==> src/rtl/qn_tdc_pkg.sv <==
// Shared types and constants for the drift-time capture stage.
// Channel numbering: ch = 8*g + k, g = {3A, 3B, 4A, 4B}.
package qn_tdc_pkg;

  localparam int unsigned NUM_CH     = 32;
  localparam int unsigned CH_W       = 5;
  localparam int unsigned TIME_W     = 8;
  localparam int unsigned NAME_W     = 8;
  localparam int unsigned WORD_W     = TIME_W + NAME_W;
  localparam int unsigned SYNC_DEPTH = 2;

  localparam logic [WORD_W-1:0] TRAILER_WORD = 16'hFFFF;

  typedef enum logic [2:0] {
    ST_IDLE,
    ST_ARMED,
    ST_SCAN,
    ST_TRAILER,
    ST_HOLDOFF
  } state_t;

  typedef struct packed {
    logic [TIME_W-1:0] drift_time;
    logic [NAME_W-1:0] tube_name;
  } word_t;

  // Tube name: [7:5] index within group, [4] B-layer, [3:0] tube number (3 or 4).
  function automatic logic [NAME_W-1:0] name(input logic [CH_W-1:0] ch);
    logic [3:0] tube_id;
    tube_id = ch[4] ? 4'd4 : 4'd3;
    return {ch[2:0], ch[3], tube_id};
  endfunction

endpackage

==> src/rtl/drift_channel.sv <==
// One drift-tube channel: synchronizer, rising-edge detect and first-hit time latch.
module drift_channel
  import qn_tdc_pkg::*;
(
  input  logic              clk,
  input  logic              rst_n,
  input  logic              tube,
  input  logic              arm,
  input  logic              clear,
  input  logic [TIME_W-1:0] cntr,
  output logic              hit,
  output logic [TIME_W-1:0] hit_time,
  output logic              take_c
);

  logic [SYNC_DEPTH-1:0] sync;
  logic                  prev;
  logic                  rise;

  // Synchronizer and previous-value register run continuously so a line
  // already high at arm time produces no edge.
  always_ff @(posedge clk or negedge rst_n) begin
    if (!rst_n) begin
      sync <= '0;
      prev <= 1'b0;
    end else begin
      sync <= {sync[SYNC_DEPTH-2:0], tube};
      prev <= sync[SYNC_DEPTH-1];
    end
  end

  assign rise   = sync[SYNC_DEPTH-1] & ~prev;
  assign take_c = arm & rise & ~hit;

  // Only the first edge of an event is kept.
  always_ff @(posedge clk or negedge rst_n) begin
    if (!rst_n) begin
      hit      <= 1'b0;
      hit_time <= '0;
    end else if (clear) begin
      hit      <= 1'b0;
      hit_time <= '0;
    end else if (take_c) begin
      hit      <= 1'b1;
      hit_time <= cntr;
    end
  end

endmodule

==> src/rtl/drift_time_capture.sv <==
// 32-channel drift-time digitizer: arms on a scintillator coincidence, timestamps
// the first edge per tube, then streams {time, name} words and a trailer over valid/ready.
module drift_time_capture
  import qn_tdc_pkg::*;
#(
  parameter int unsigned WINDOW   = 255,
  parameter int unsigned HOLDOFF  = 11,
  parameter bit          EMIT_ALL = 1'b0
) (
  input  logic               clk50,
  input  logic               CLR_N,
  input  logic               SCIN_COIN,
  input  logic [NUM_CH-1:0]  TUBE,
  output logic [WORD_W-1:0]  OUT_DATA,
  output logic               OUT_VALID,
  input  logic               OUT_READY,
  output logic               BUSY,
  output logic [7:0]         OVERRUN
);

  state_t              state;
  state_t              state_n;
  logic [CH_W-1:0]     ptr;
  logic [CH_W-1:0]     ptr_n;
  logic [TIME_W-1:0]   cntr;
  logic [TIME_W-1:0]   cntr_n;
  logic [TIME_W-1:0]   hold_cnt;
  logic [TIME_W-1:0]   hold_cnt_n;

  logic [SYNC_DEPTH-1:0] coin_sync;
  logic                  coin_prev;
  logic                  coin_rise;

  logic [NUM_CH-1:0]   hit;
  logic [NUM_CH-1:0]   take;
  logic [TIME_W-1:0]   hit_time [NUM_CH];
  logic                arm;
  logic                clear;

  logic                look_hit;
  logic [TIME_W-1:0]   look_time;
  logic                valid_n;
  word_t               word_n;
  word_t               out_word;
  logic                out_valid;
  logic                busy;
  logic [7:0]          overrun;

  assign arm   = (state == ST_ARMED);
  assign clear = (state == ST_HOLDOFF);

  for (genvar i = 0; i < NUM_CH; i++) begin : g_ch
    drift_channel u_ch (
      .clk      (clk50),
      .rst_n    (CLR_N),
      .tube     (TUBE[i]),
      .arm      (arm),
      .clear    (clear),
      .cntr     (cntr),
      .hit      (hit[i]),
      .hit_time (hit_time[i]),
      .take_c   (take[i])
    );
  end

  // Coincidence path matches the channel path so drift times carry no offset.
  always_ff @(posedge clk50 or negedge CLR_N) begin
    if (!CLR_N) begin
      coin_sync <= '0;
      coin_prev <= 1'b0;
    end else begin
      coin_sync <= {coin_sync[SYNC_DEPTH-2:0], SCIN_COIN};
      coin_prev <= coin_sync[SYNC_DEPTH-1];
    end
  end

  assign coin_rise = coin_sync[SYNC_DEPTH-1] & ~coin_prev;

  always_comb begin
    state_n    = state;
    ptr_n      = ptr;
    cntr_n     = cntr;
    hold_cnt_n = hold_cnt;
    case (state)
      ST_IDLE: begin
        if (coin_rise) begin
          state_n = ST_ARMED;
          cntr_n  = TIME_W'(1);
        end
      end
      ST_ARMED: begin
        cntr_n = cntr + TIME_W'(1);
        if (cntr == TIME_W'(WINDOW)) begin
          state_n = ST_SCAN;
          ptr_n   = '0;
        end
      end
      ST_SCAN: begin
        if (!out_valid || OUT_READY) begin
          if (ptr == CH_W'(NUM_CH - 1)) begin
            state_n = ST_TRAILER;
          end else begin
            ptr_n = ptr + CH_W'(1);
          end
        end
      end
      ST_TRAILER: begin
        if (out_valid && OUT_READY) begin
          state_n    = ST_HOLDOFF;
          hold_cnt_n = TIME_W'(1);
        end
      end
      ST_HOLDOFF: begin
        if (hold_cnt >= TIME_W'(HOLDOFF)) begin
          state_n = ST_IDLE;
        end else begin
          hold_cnt_n = hold_cnt + TIME_W'(1);
        end
      end
      default: begin
        state_n = ST_IDLE;
      end
    endcase
  end

  // Output word is registered from the next-state view; a channel captured in
  // the final ARMED cycle is folded in through its take strobe.
  always_comb begin
    look_hit  = hit[ptr_n];
    look_time = hit_time[ptr_n];
    if (take[ptr_n]) begin
      look_hit  = 1'b1;
      look_time = cntr;
    end
    valid_n = (state_n == ST_TRAILER) ||
              ((state_n == ST_SCAN) && (look_hit || EMIT_ALL));
    word_n  = '0;
    if (state_n == ST_TRAILER) begin
      word_n = TRAILER_WORD;
    end else if (valid_n) begin
      word_n.drift_time = look_time;
      word_n.tube_name  = name(ptr_n);
    end
  end

  always_ff @(posedge clk50 or negedge CLR_N) begin
    if (!CLR_N) begin
      state     <= ST_IDLE;
      ptr       <= '0;
      cntr      <= '0;
      hold_cnt  <= '0;
      out_valid <= 1'b0;
      out_word  <= '0;
      busy      <= 1'b0;
    end else begin
      state     <= state_n;
      ptr       <= ptr_n;
      cntr      <= cntr_n;
      hold_cnt  <= hold_cnt_n;
      out_valid <= valid_n;
      out_word  <= word_n;
      busy      <= (state_n != ST_IDLE);
    end
  end

  // Coincidences arriving while an event is in progress are counted, not queued.
  always_ff @(posedge clk50 or negedge CLR_N) begin
    if (!CLR_N) begin
      overrun <= '0;
    end else if (coin_rise && (state != ST_IDLE) && (overrun != 8'hFF)) begin
      overrun <= overrun + 8'd1;
    end
  end

  assign OUT_DATA  = out_word;
  assign OUT_VALID = out_valid;
  assign BUSY      = busy;
  assign OVERRUN   = overrun;

endmodule

==> config.mk <==
export PLATFORM = sky130hd
export DESIGN_NAME = drift_time_capture
export DESIGN_NICKNAME = d
export VERILOG_FILES = /design/src/rtl/qn_tdc_pkg.sv /design/src/rtl/drift_channel.sv /design/src/rtl/drift_time_capture.sv
export SDC_FILE = /design/constraint.sdc
export NUM_CORES = 1
export LEC_CHECK = 0
export CAP_MARGIN = 0
export CELL_PAD_IN_SITES_DETAIL_PLACEMENT = 0
export CELL_PAD_IN_SITES_GLOBAL_PLACEMENT = 2
export CORE_MARGIN = 2
export CORE_UTILIZATION = 34
export CTS_CLUSTER_DIAMETER = 80
export CTS_CLUSTER_SIZE = 30
export DETAILED_ROUTE_END_ITERATION = 8
export GPL_TIMING_DRIVEN = 1
export HOLD_SLACK_MARGIN = 0.02
export PLACE_DENSITY = 0.74
export SLEW_MARGIN = 20
export SYNTH_ARGS = -nofsm -noshare
export SYNTH_HDL_FRONTEND = slang
export SYNTH_SLANG_ARGS = --single-unit
==> constraint.sdc <==
create_clock -name clk50 -period 8.8 [get_ports clk50]
set_input_delay 1.32 -clock clk50 [delete_from_list [all_inputs] [get_ports clk50]]
set_output_delay 1.32 -clock clk50 [all_outputs]
set_load 0.02 [all_outputs]
# Yosys cells after proc, flatten, opt, wreduce, memory -nomap -nowiden
# Index checks and enable logic that the tools add are counted.
[totals]
register_bits = 437
in_bits = 36
output_inout_bits = 26
wordCells = 523
[op_classes]
add_sub_neg = 4
n_lt_le_gt_ge = 3
n_eq_ne = 12
n_mux = 156
bitwise_logic = 163
n_reduce_logical = 46
[op_table]
columns = ["cell", "count"]
rows = [
  ["8-bit two-way mux", 70],
  ["1-bit AND", 97],
  ["2-bit nonzero test", 34],
  ["1-bit two-way mux", 67],
  ["1-bit inverter", 65],
  ["8-bit binary-select mux with 5-bit select", 1],
  ["16-bit two-way mux", 2],
  ["8-bit one-hot mux with 2 select lines", 2],
  ["8-bit by 1-bit adder with 8-bit output, second input constant", 3],
  ["3-bit two-way mux", 7],
  ["5-bit two-way mux", 3],
  ["3-bit one-hot mux with 5 select lines", 1],
  ["3-bit by 2-bit equality test with 1-bit output, second input constant", 4],
  ["1-bit binary-select mux with 5-bit select", 2],
  ["5-bit one-hot mux with 2 select lines", 1],
  ["8-bit equality test, second input constant", 1],
  ["8-bit by 4-bit greater-or-equal comparator with 1-bit output, second input constant", 1],
  ["8-bit inequality test, second input constant", 1],
  ["6-bit greater-or-equal comparator, second input constant", 1],
  ["5-bit by 6-bit less-than comparator with 1-bit output, second input constant", 1],
  ["2-bit inequality test, second input constant", 3],
  ["5-bit inverter with 6-bit output", 1],
  ["3-bit nonzero test", 2],
  ["5-bit by 1-bit adder with 5-bit output, second input constant", 1],
  ["9 further kinds", 13],
]

# Longest topological paths before layout
# Gate-level depths: netlist (run 1).
[logic_depth]
word_depth = 11
ltp_mapped = 15
ltp_nobuf = 11

# Cells and area by module
# From an unflattened synthesis (run 1), not the netlist that was laid out.
[unflattened]
cells_unflattened = 2118
area_unflattened_um2 = 22084.9
[by_module_without_submodules]
columns = ["module", "n_inst", "cells_each", "area_each_um2", "seq_area_each_um2"]
rows = [
  ["drift_channel", 32, 42, 524.3, 300.3],
  ["drift_time_capture", 1, 774, 5308.8, 1301.2],
]

# Least setup slack after synthesis (run 1)
# OpenSTA, ideal clock, no wires.
[synth_timing]
kind = "input port to flip-flop"
from = "in OUT_READY"
to = "reg out_word (netlist bit OUT_DATA[9])"
setup_time_ps = 124
t_arrival_ps = 3699
t_required_ps = 8676
slack_ps = 4977
path_stages = 12
path_buffers = 4
cell_sequence = "nor2b_1 > clkbuf_1 > nor3b_1 > mux2_2 > inv_2 > buf_2 > clkbuf_1 > clkbuf_1 > nand4_1 > nand4_1 > a41oi_1 > a211o_1"
[synth_rtl]
columns = ["element", "line", "text"]
rows = [
  ["start, declared", "drift_time_capture.sv:16", "input logic OUT_READY,"],
  ["end signal, assigned", "drift_time_capture.sv:161", "out_word <= word_n;"],
  ["end, declared", "drift_time_capture.sv:44", "word_t out_word;"],
]

==> results_dict.tcl, run 1 <==
set metrics [dict create \
    ys_seq_area_frac 0.555 \
    finClkSkew_ns 0.0318 \
    synth-async-reset-ratio 1.00 \
    clockBufferDepth 3 \
    cts_setup_buffers 0 \
    root_buffer "clkbuf_16" \
    syn2layout_area_growth_pct 13.5 \
    postSynthAreaPerCell_um2 10.3 \
    power.share.clock 0.248 \
    nNetsFinal 1936 \
    seqPwrFrac 0.409 \
    drc_errors 0 \
    required_ns 9.28 \
    crit_fanout 48 \
    ys_types 65 \
    placed_area_um2 21200 \
    yosys_most_used_dff "dfrtp_1" \
    drt_iter0_markers 1170 \
    rsz0062_at_grt "no" \
    final_cell_mix "dfrtp_1 (436), nor2_1 (311), mux2i_1 (286)" \
    slew_headroom 0.268 \
    powerDensity_nw_per_um2 284 \
    die_w_um 244 \
    status "finished clean" \
    start_util 0.342 \
    layout_commonest_cell "dfrtp_1" \
    fmax_mhz 196 \
    postCtsHoldBufs 0 \
    swShare 0.415 \
    crit_arrival_ns 5.60 \
    synth_fp_nets 1949 \
    clkSlewWorstSetupHoldPaths_ns 0.11 \
    drt_pass1_iterations 5 \
    startpoint_type "input pin" \
    routed_via_density 5.28 \
    max-cap-violations 0 \
    grt_max_degree 195 \
    num_rows 88 \
    grt_usage 0.199 \
    cts_tree "built" \
    vdd_ir_drop_max_uv 166 \
    cts_buffers 30 \
    grt_overflow 0 \
    fin_area_um2 22300 \
    cts.htree.levels 1 \
    num_vias 14200 \
    portBuffers 61 \
    ys_warn_count 0 \
    die_h_um 244 \
    grt_pass1_wl_mm 91.9 \
    power.total_mw 6.33 \
    fin_crit_sh 0.581 \
    clkSinkCount 436 \
    path_class "input pin to register" \
    gp_congestion 0.835 \
    drv_slew 0 \
    fin_crit_ns 5.11 \
    synth_cells 1909 \
    dieArea_um2 59800 \
    wire_per_inst_um 22.1 \
    intPower_mw 3.70 \
    netlist_area_um2 19700 \
    setup_viol 0 \
    finalHoldViolations 0 \
    io-pin-count 62 \
    n_antenna_cell 0 \
    pwr-share-comb 0.343 \
    ys_ff_latch 436 \
    antenna_found_initial 1 \
    layout-drive-gt1-share 0.0902 \
    p_switching_mw 2.63 \
    fp.coreArea_um2 57500 \
    insertion_delay_ns 0.63 \
    drtAntennaViolNets 0 \
    end_kind "register" \
    grt_pass1_vias 14200 \
    leakagePower_nw 9.33 \
    dp_hpwl_mm 37.0 \
    tns_ns 0 \
    wl_mm 59.3 \
    cts-resized-gates 0 \
    fillers 5759 \
    hold_class "register to register" \
    synth_edf_count 0 \
    worstMarginPinSlew_ns 1.10 \
]
-- worst max-delay path, cell delays in order --
cell and delay (ns):
clkdlybuf4s50_1 0.44, nor2b_1 0.59, o211a_1 0.38, nor3_4 0.06, buf_4 0.28, inv_4 0.53
buf_4 0.51, mux2_2 0.40, a221oi_1 0.29, o21ai_1 0.17, nand4_2 0.24, a41oi_1 0.07
a211o_1 0.30
-- sequential cells by signal, indices dropped and copies added (netlist names) --
name,count
g_ch.u_ch.hit_time,256
g_ch.u_ch.sync,64
g_ch.u_ch.hit,32
g_ch.u_ch.prev,32
OUT_DATA,15
OVERRUN,8
cntr,8
hold_cnt,8
ptr,5
state,3
coin_sync,2
BUSY,1
OUT_VALID,1
coin_prev,1
-- synthesized netlist by cell type, types with 3 or more instances --
master,count,area share
ha_1,4,0.0025
nor4b_1,33,0.015
buf_4,3,0.0011
nand3_1,106,0.027
nor3b_1,4,0.0015
a31oi_1,50,0.016
xor2_1,3,0.0013
buf_1,16,0.0031
o21ai_1,3,0.00076
xnor2_1,4,0.0018
nor2b_1,4,0.0013
a32oi_1,5,0.0022
and3_1,6,0.0019
clkbuf_1,94,0.018
o211ai_1,7,0.0027
inv_1,38,0.0073
mux2_2,9,0.0052
nand4_1,21,0.0067
o31ai_1,6,0.0023
and2_1,3,0.00095
a41oi_1,4,0.0018
nand4b_1,4,0.0018
a211o_1,8,0.0036
dfrtp_1,436,0.56
nand3b_1,6,0.0023
nor3_1,6,0.0015
buf_2,47,0.012
a21oi_1,37,0.0094
and4_1,9,0.0040
mux2i_1,286,0.15
o2111ai_1,9,0.0040
nand2_1,253,0.048
a2111oi_0,7,0.0031
nor2_1,312,0.060
a221oi_1,4,0.0018
nor4_1,7,0.0022
o21ai_0,8,0.0020
a21o_1,4,0.0015
o21bai_1,6,0.0023
-- final timing paths --
path                                            start               endpoint  slack, ns  depth (start not counted)
worst min-delay path            g_ch[28].u_ch.sync[0]  g_ch[28].u_ch.sync[1]       0.33                          0
worst min register to register  g_ch[28].u_ch.sync[0]  g_ch[28].u_ch.sync[1]       0.33                          0
worst max-delay path                        OUT_READY            OUT_DATA[8]       3.69                         13
worst max register to register                cntr[1]            OUT_DATA[9]       3.84                         13
min in group asynchronous                       CLR_N             OVERRUN[6]       0.68                          1
max in group asynchronous                       CLR_N  g_ch[12].u_ch.sync[0]       6.75                          2
-- metal layers --
metal | wire length, um | vias to the layer above | track usage
met3 | 2400 | 80 | 0.0255
met4 | 1840 | 0 | 0.0581
met2 | 26600 | 288 | 0.306
li1 | - | 6503 | -
met5 | 0 | - | 0
met1 | 28400 | 7300 | 0.294
-- power by group through the flow --
stage	combinational [mW]	clock (mW)	sequential (mW)
after global placement	2.15	0	2.62
after detailed placement	2.17	0	2.62
after global routing	2.37	1.69	2.63
after floorplan	1.37	0	2.59
after CTS	2.18	1.62	2.59
final	2.17	1.57	2.59
-- cell families after synthesis --
| logic type | after synthesis | synth area share |
|---|---|---|
| adders and majority gates | 4 | 0.00255 |
| muxes | 296 | 0.152 |
| xor gates and xnor gates | 7 | 0.00312 |
| and+or+nand+nor | 787 | 0.181 |
| buffers and inverters | 203 | 0.0432 |
| DFF | 436 | 0.555 |
| AOI/OAI and AO/OA | 176 | 0.0631 |
-- cell type report --
| class | instances | area [um^2] | share of cell area |
|---|---|---|---|
| clock buffer | 33 | 793 | 0.0356 |
| clock inverter | 22 | 304 | 0.0136 |
| inverter | 41 | 159 | 0.00712 |
| multi-input combinational | 1270 | 8120 | 0.364 |
| sequential | 436 | 10900 | 0.489 |
| tap | 765 | 957 | 0.0429 |
| timing repair buffer | 117 | 1070 | 0.0481 |
-- metrics by stage --
stage	util	cells	worst slack, ns	hold slack [ns]
after floorplan	-	1909	4.98	0.331
after global placement	0.369	2629	3.08	0.332
after detailed placement	0.369	2629	3.09	0.336
after CTS	0.388	2684	3.71	0.335
after global routing	0.388	2684	3.45	0.325
final	0.388	2684	3.69	0.327
Power figures use the tool's default switching activity.
==> run 2, diff against run 1 <==
Clock period 8.8 ns to 5.4 ns, I/O delays scaled along.
==> results_dict.tcl, run 2 (same netlist as run 1, synthesis figures left out) <==
set metrics [dict create \
    slew_headroom 0.207 \
    gp_congestion 0.798 \
    leakagePower_nw 9.38 \
    post-place-ws_ns 0.771 \
    cts-resized-gates 0 \
    fin_ws_ns 1.07 \
    nNetsFinal 1940 \
    routed_via_density 5.25 \
    layout_commonest_cell "dfrtp_1" \
    start_util 0.342 \
    crit_chain "or3b_2, buf_4, o31a_1, a211oi_2, nand2_1, nor2_1, o2111ai_1, o211ai_1, nor3_1, o21bai_1" \
    drc_errors 0 \
    insertion_delay_ns 0.60 \
    drt_iter0_markers 1135 \
    cp_num_buf_inv 1 \
    io-pin-count 62 \
    syn2layout_area_growth_pct 13.7 \
    path_class "register to register" \
    slowest_delay_ns 0.75 \
    vdd_ir_drop_max_uv 395 \
    clkSlewWorstSetupHoldPaths_ns 0.10 \
    required_ns 5.91 \
    fin_crit_ns 4.33 \
    final_cell_mix "dfrtp_1 (436), nor2_1 (312), mux2i_1 (286)" \
    rsz0062_at_grt "no" \
    layout-drive-gt1-share 0.0911 \
    grt_usage 0.199 \
    wl_mm 59.0 \
    cts.htree.levels 1 \
    postCtsHoldBufs 0 \
    fmax_mhz 231 \
    clockBufferDepth 3 \
    setup_viol 0 \
    grt_pass1_vias 14100 \
    largest_reg_flops 256 \
    powerDensity_nw_per_um2 464 \
    portBuffers 61 \
    wire_per_inst_um 22.0 \
    cts_setup_buffers 0 \
    die_w_um 244 \
    fin_crit_sh 0.801 \
    num_rows 88 \
    cpLargestDelayFamily "compound AO/OA/AOI/OAI gates" \
    worstMarginPinSlew_ns 1.18 \
    clkSinkCount 436 \
    dieArea_um2 59800 \
    num_vias 14100 \
    fillers 5680 \
    root_buffer "clkbuf_16" \
    drtAntennaViolNets 0 \
    drt_pass1_iterations 5 \
    finalHoldViolations 0 \
    hold_class "input pin to asynchronous set/reset pin" \
    grt_pass1_wl_mm 91.7 \
    crit_fanout 37 \
    crit_arrival_ns 4.83 \
    top_regs "g_ch.u_ch.hit_time: 256 flops, g_ch.u_ch.sync: 64 flops" \
    antenna_found_initial 1 \
    cts_tree "built" \
    n_antenna_cell 0 \
    drv_slew 0 \
    tns_ns 0 \
    fp.coreArea_um2 57500 \
    dp_hpwl_mm 36.8 \
    startpoint_type "register" \
    finClkSkew_ns 0.0322 \
    max-cap-violations 0 \
    end_kind "register" \
    critPathSlowestCell "nor2_1" \
    grt_max_degree 148 \
    die_h_um 244 \
    grt_overflow 0 \
    regMostFlops "g_ch.u_ch.hit_time" \
    status "finished clean" \
    cts_buffers 28 \
]
[run 2: changes by cell type in the layout (fill, tap and decap cells not counted), sizes merged]
cell | before | now
buf | 57 | 63
clkinvlp | 3 | 0
bufinv | 0 | 3
inv | 52 | 53
clkinv | 8 | 5
clkbuf | 33 | 32
[run 2: routing by layer]
metal,global-route usage,wire length (um)
met5,0,0
met3,0.0254,2770
met1,0.289,27600
met4,0.0592,1780
met2,0.311,26800
[run 2: worst paths after layout]
kind / endpoint / startpoint / slack [ns] / cells past startpoint
setup / recovery: OUT_DATA[12] / state[1] / 1.07 / 10
hold / removal: OVERRUN[6] / CLR_N / 0.22 / 1
hold reg to reg: g_ch[29].u_ch.sync[1] / g_ch[29].u_ch.sync[0] / 0.35 / 0
min in group clk50: g_ch[29].u_ch.sync[1] / g_ch[29].u_ch.sync[0] / 0.35 / 0
setup reg to reg: OUT_DATA[12] / state[1] / 1.07 / 10
max in group asynchronous: g_ch[7].u_ch.hit_time[5] / CLR_N / 3.80 / 2
[run 2: area by class of cell]
type	instances	area (um^2)	area share
repair buffers	123	1130	0.0506
clock buffers	32	767	0.0343
inverters	41	159	0.00711
flip-flops and latches	436	10900	0.488
well taps	765	957	0.0428
multi-input cells	1270	8110	0.363
clock inverters	20	320	0.0143
[run 2: power by group]
group | leakage, nW | internal (mW) | switching, mW
sequential | 5.56 | 3.84 | 0.392
clock | 0.532 | 1.25 | 1.33
combinational | 3.28 | 1.05 | 2.51
total | 9.38 | 6.14 | 4.23
[run 2: through the flow]
stage,cell area [um^2],cells,utilization,power [mW],hold WS (ns)
final,22400,2687,0.389,10.4,0.225
after detailed placement,21300,2635,0.370,7.86,0.335
after global routing,22400,2687,0.389,11.0,0.290
after global placement,21300,2635,0.370,7.81,0.334
after floorplan,19700,1909,-,6.46,0.331
after CTS,22400,2687,0.389,10.5,0.269
==> run 3, diff against run 2 <==
Settings changed: PLACE_DENSITY 0.74 to 0.77.
Clock period 5.4 ns to 3.9 ns, I/O delays scaled along.
==> results_dict.tcl, run 3 (same netlist as run 1, synthesis figures left out) <==
set metrics [dict create \
    clockBufferDepth 3 \
    required_ns 4.39 \
    grt_pass1_wl_mm 89.7 \
    cts_tree "built" \
    num_vias 14100 \
    holdPathStages 0 \
    finClkSkew_ns 0.0274 \
    cts_buffers 26 \
    pwr-share-comb 0.364 \
    fin_cells 2714 \
    dieArea_um2 59800 \
    dp_cells 2668 \
    hold_path_startpoint "g_ch[27].u_ch.sync[0]" \
    grt_overflow 0 \
    portBuffers 61 \
    worstMarginPinSlew_ns 0.893 \
    final_cell_mix "dfrtp_1 (436), nor2_1 (311), mux2i_1 (286)" \
    largest_reg_flops 256 \
    cts.htree.levels 1 \
    hold_class "register to register" \
    gp_congestion 0.836 \
    swShare 0.406 \
    fmax_mhz 269 \
    drtAntennaViolNets 0 \
    hold_ws_ns 0.346 \
    layout-drive-gt1-share 0.104 \
    grt_pass1_vias 14500 \
    finalHoldViolations 0 \
    drt_iter0_markers 1003 \
    drt_pass1_iterations 6 \
    slowest_delay_ns 0.56 \
    critPathLaunch "state[1]" \
    fp.coreArea_um2 57500 \
    fin_crit_ns 3.72 \
    crit_chain "or3b_2, buf_4, or3_1, a32oi_1, buf_4, inv_1, nand3_1, a31oi_1, nor4_4, a31oi_2, buf_4, o31ai_1" \
    fin_area_um2 22600 \
    regMostFlops "g_ch.u_ch.hit_time" \
    io-pin-count 62 \
    clkSlewWorstSetupHoldPaths_ns 0.11 \
    slew_headroom 0.396 \
    die_h_um 244 \
    power.share.clock 0.227 \
    routed_via_density 5.21 \
    grt_usage 0.192 \
    vdd_ir_drop_max_uv 443 \
    start_util 0.342 \
    root_buffer "clkbuf_16" \
    wl_mm 56.7 \
    tns_ns 0 \
    crit_fanout 15 \
    timing.rr.start "state[1]" \
    drc_errors 0 \
    path_class "register to register" \
    rsz0062_at_grt "no" \
    insertion_delay_ns 0.60 \
    critPathSlowestCell "or3b_2" \
    syn2layout_area_growth_pct 14.9 \
    seqPwrFrac 0.409 \
    antenna_found_initial 3 \
    die_w_um 244 \
    wire_per_inst_um 20.9 \
    cpMostUsedCell "buf_4" \
    layout_commonest_cell "dfrtp_1" \
    p_switching_mw 5.81 \
    top_regs "g_ch.u_ch.hit_time: 256 flops, g_ch.u_ch.sync: 64 flops" \
    placed_area_um2 21600 \
    grt_max_degree 126 \
    clkSinkCount 436 \
    worstRegToRegCells 12 \
    num_rows 88 \
    powerDensity_nw_per_um2 633 \
    max-cap-violations 0 \
    nNetsFinal 1972 \
    setup_viol 0 \
    dp_hpwl_mm 37.5 \
    final_util 0.393 \
    leakagePower_nw 9.50 \
    status "finished clean" \
    drv_slew 0 \
    startpoint_type "register" \
    fin_crit_sh 0.954 \
    crit_arrival_ns 4.21 \
    end_kind "register" \
    n_antenna_cell 0 \
    intPower_mw 8.49 \
]
## run 3: changes by cell type in the layout (fill, tap and decap cells not counted), moves of 3 or more
cell / delta
buf_12: +9
buf_4: +24
clkbuf_8: -3
clkinv_4: -4
clkinv_8: +5
inv_12: +5
inv_16: -3
inv_6: -3
## run 3: path summary, 6_finish.rpt
path	to	slack, ns
setup / recovery	OUT_DATA[7]	0.18
hold / removal	g_ch[27].u_ch.sync[1]	0.35
setup reg to reg	OUT_DATA[7]	0.18
hold reg to reg	g_ch[27].u_ch.sync[1]	0.35
max in group asynchronous	g_ch[14].u_ch.hit_time[3]	2.31
min in group asynchronous	g_ch[3].u_ch.sync[0]	0.61
## run 3: layout make-up
class	instances	area (um^2)
fillers	5722	34900
flip-flops and latches	436	10900
multi-input cells	1270	8110
well taps	765	957
inverters	41	159
repair buffers	157	1500
clock buffers	27	676
clock inverters	18	275
## run 3: repair_timing
| action | 4_1_cts | 5_1_grt |
|---|---|---|
| hold buffers | 1 | 0 |
| endpoints found under the hold margin | 15 | 0 |
| resized for setup | 0 | 2 |
| setup endpoints to repair | 0 | 5 |
| setup buffers | 0 | 0 |
## run 3: layer usage
| layer | routed length (um) | vias up | track usage |
|---|---|---|---|
| met2 | 26200 | 240 | 0.307 |
| li1 | - | 6580 | - |
| met5 | 13 | - | 0 |
| met1 | 27200 | 7246 | 0.276 |
| met4 | 1280 | 2 | 0.0423 |
| met3 | 1930 | 65 | 0.0279 |
## run 3: critical path, delay by kind of cell, from the launching register on
kind | cells | cell delay [ns]
AO/OA/AOI/OAI | 4 | 0.75
buffers and inverters | 4 | 0.80
flip-flops | 1 | 0.47
AND/OR/NAND/NOR | 4 | 1.59
## run 3: power groups by stage
stage	logic, mW	clock network (mW)	registers [mW]
after floorplan	3.10	0	5.84
after global placement	5.15	0	5.91
after detailed placement	5.20	0	5.93
after CTS	5.21	3.37	5.85
after global routing	5.70	3.52	5.95
final	5.21	3.25	5.85
## run 3: per-stage QoR
stage	setup slack [ns]	total power, mW
6_report	0.179	14.3
5_1_grt	0.0174	15.2
4_1_cts	0.211	14.4
3_5_place_dp	0.0901	11.1
3_3_place_gp	0.152	11.1
2_1_floorplan	0.698	8.94
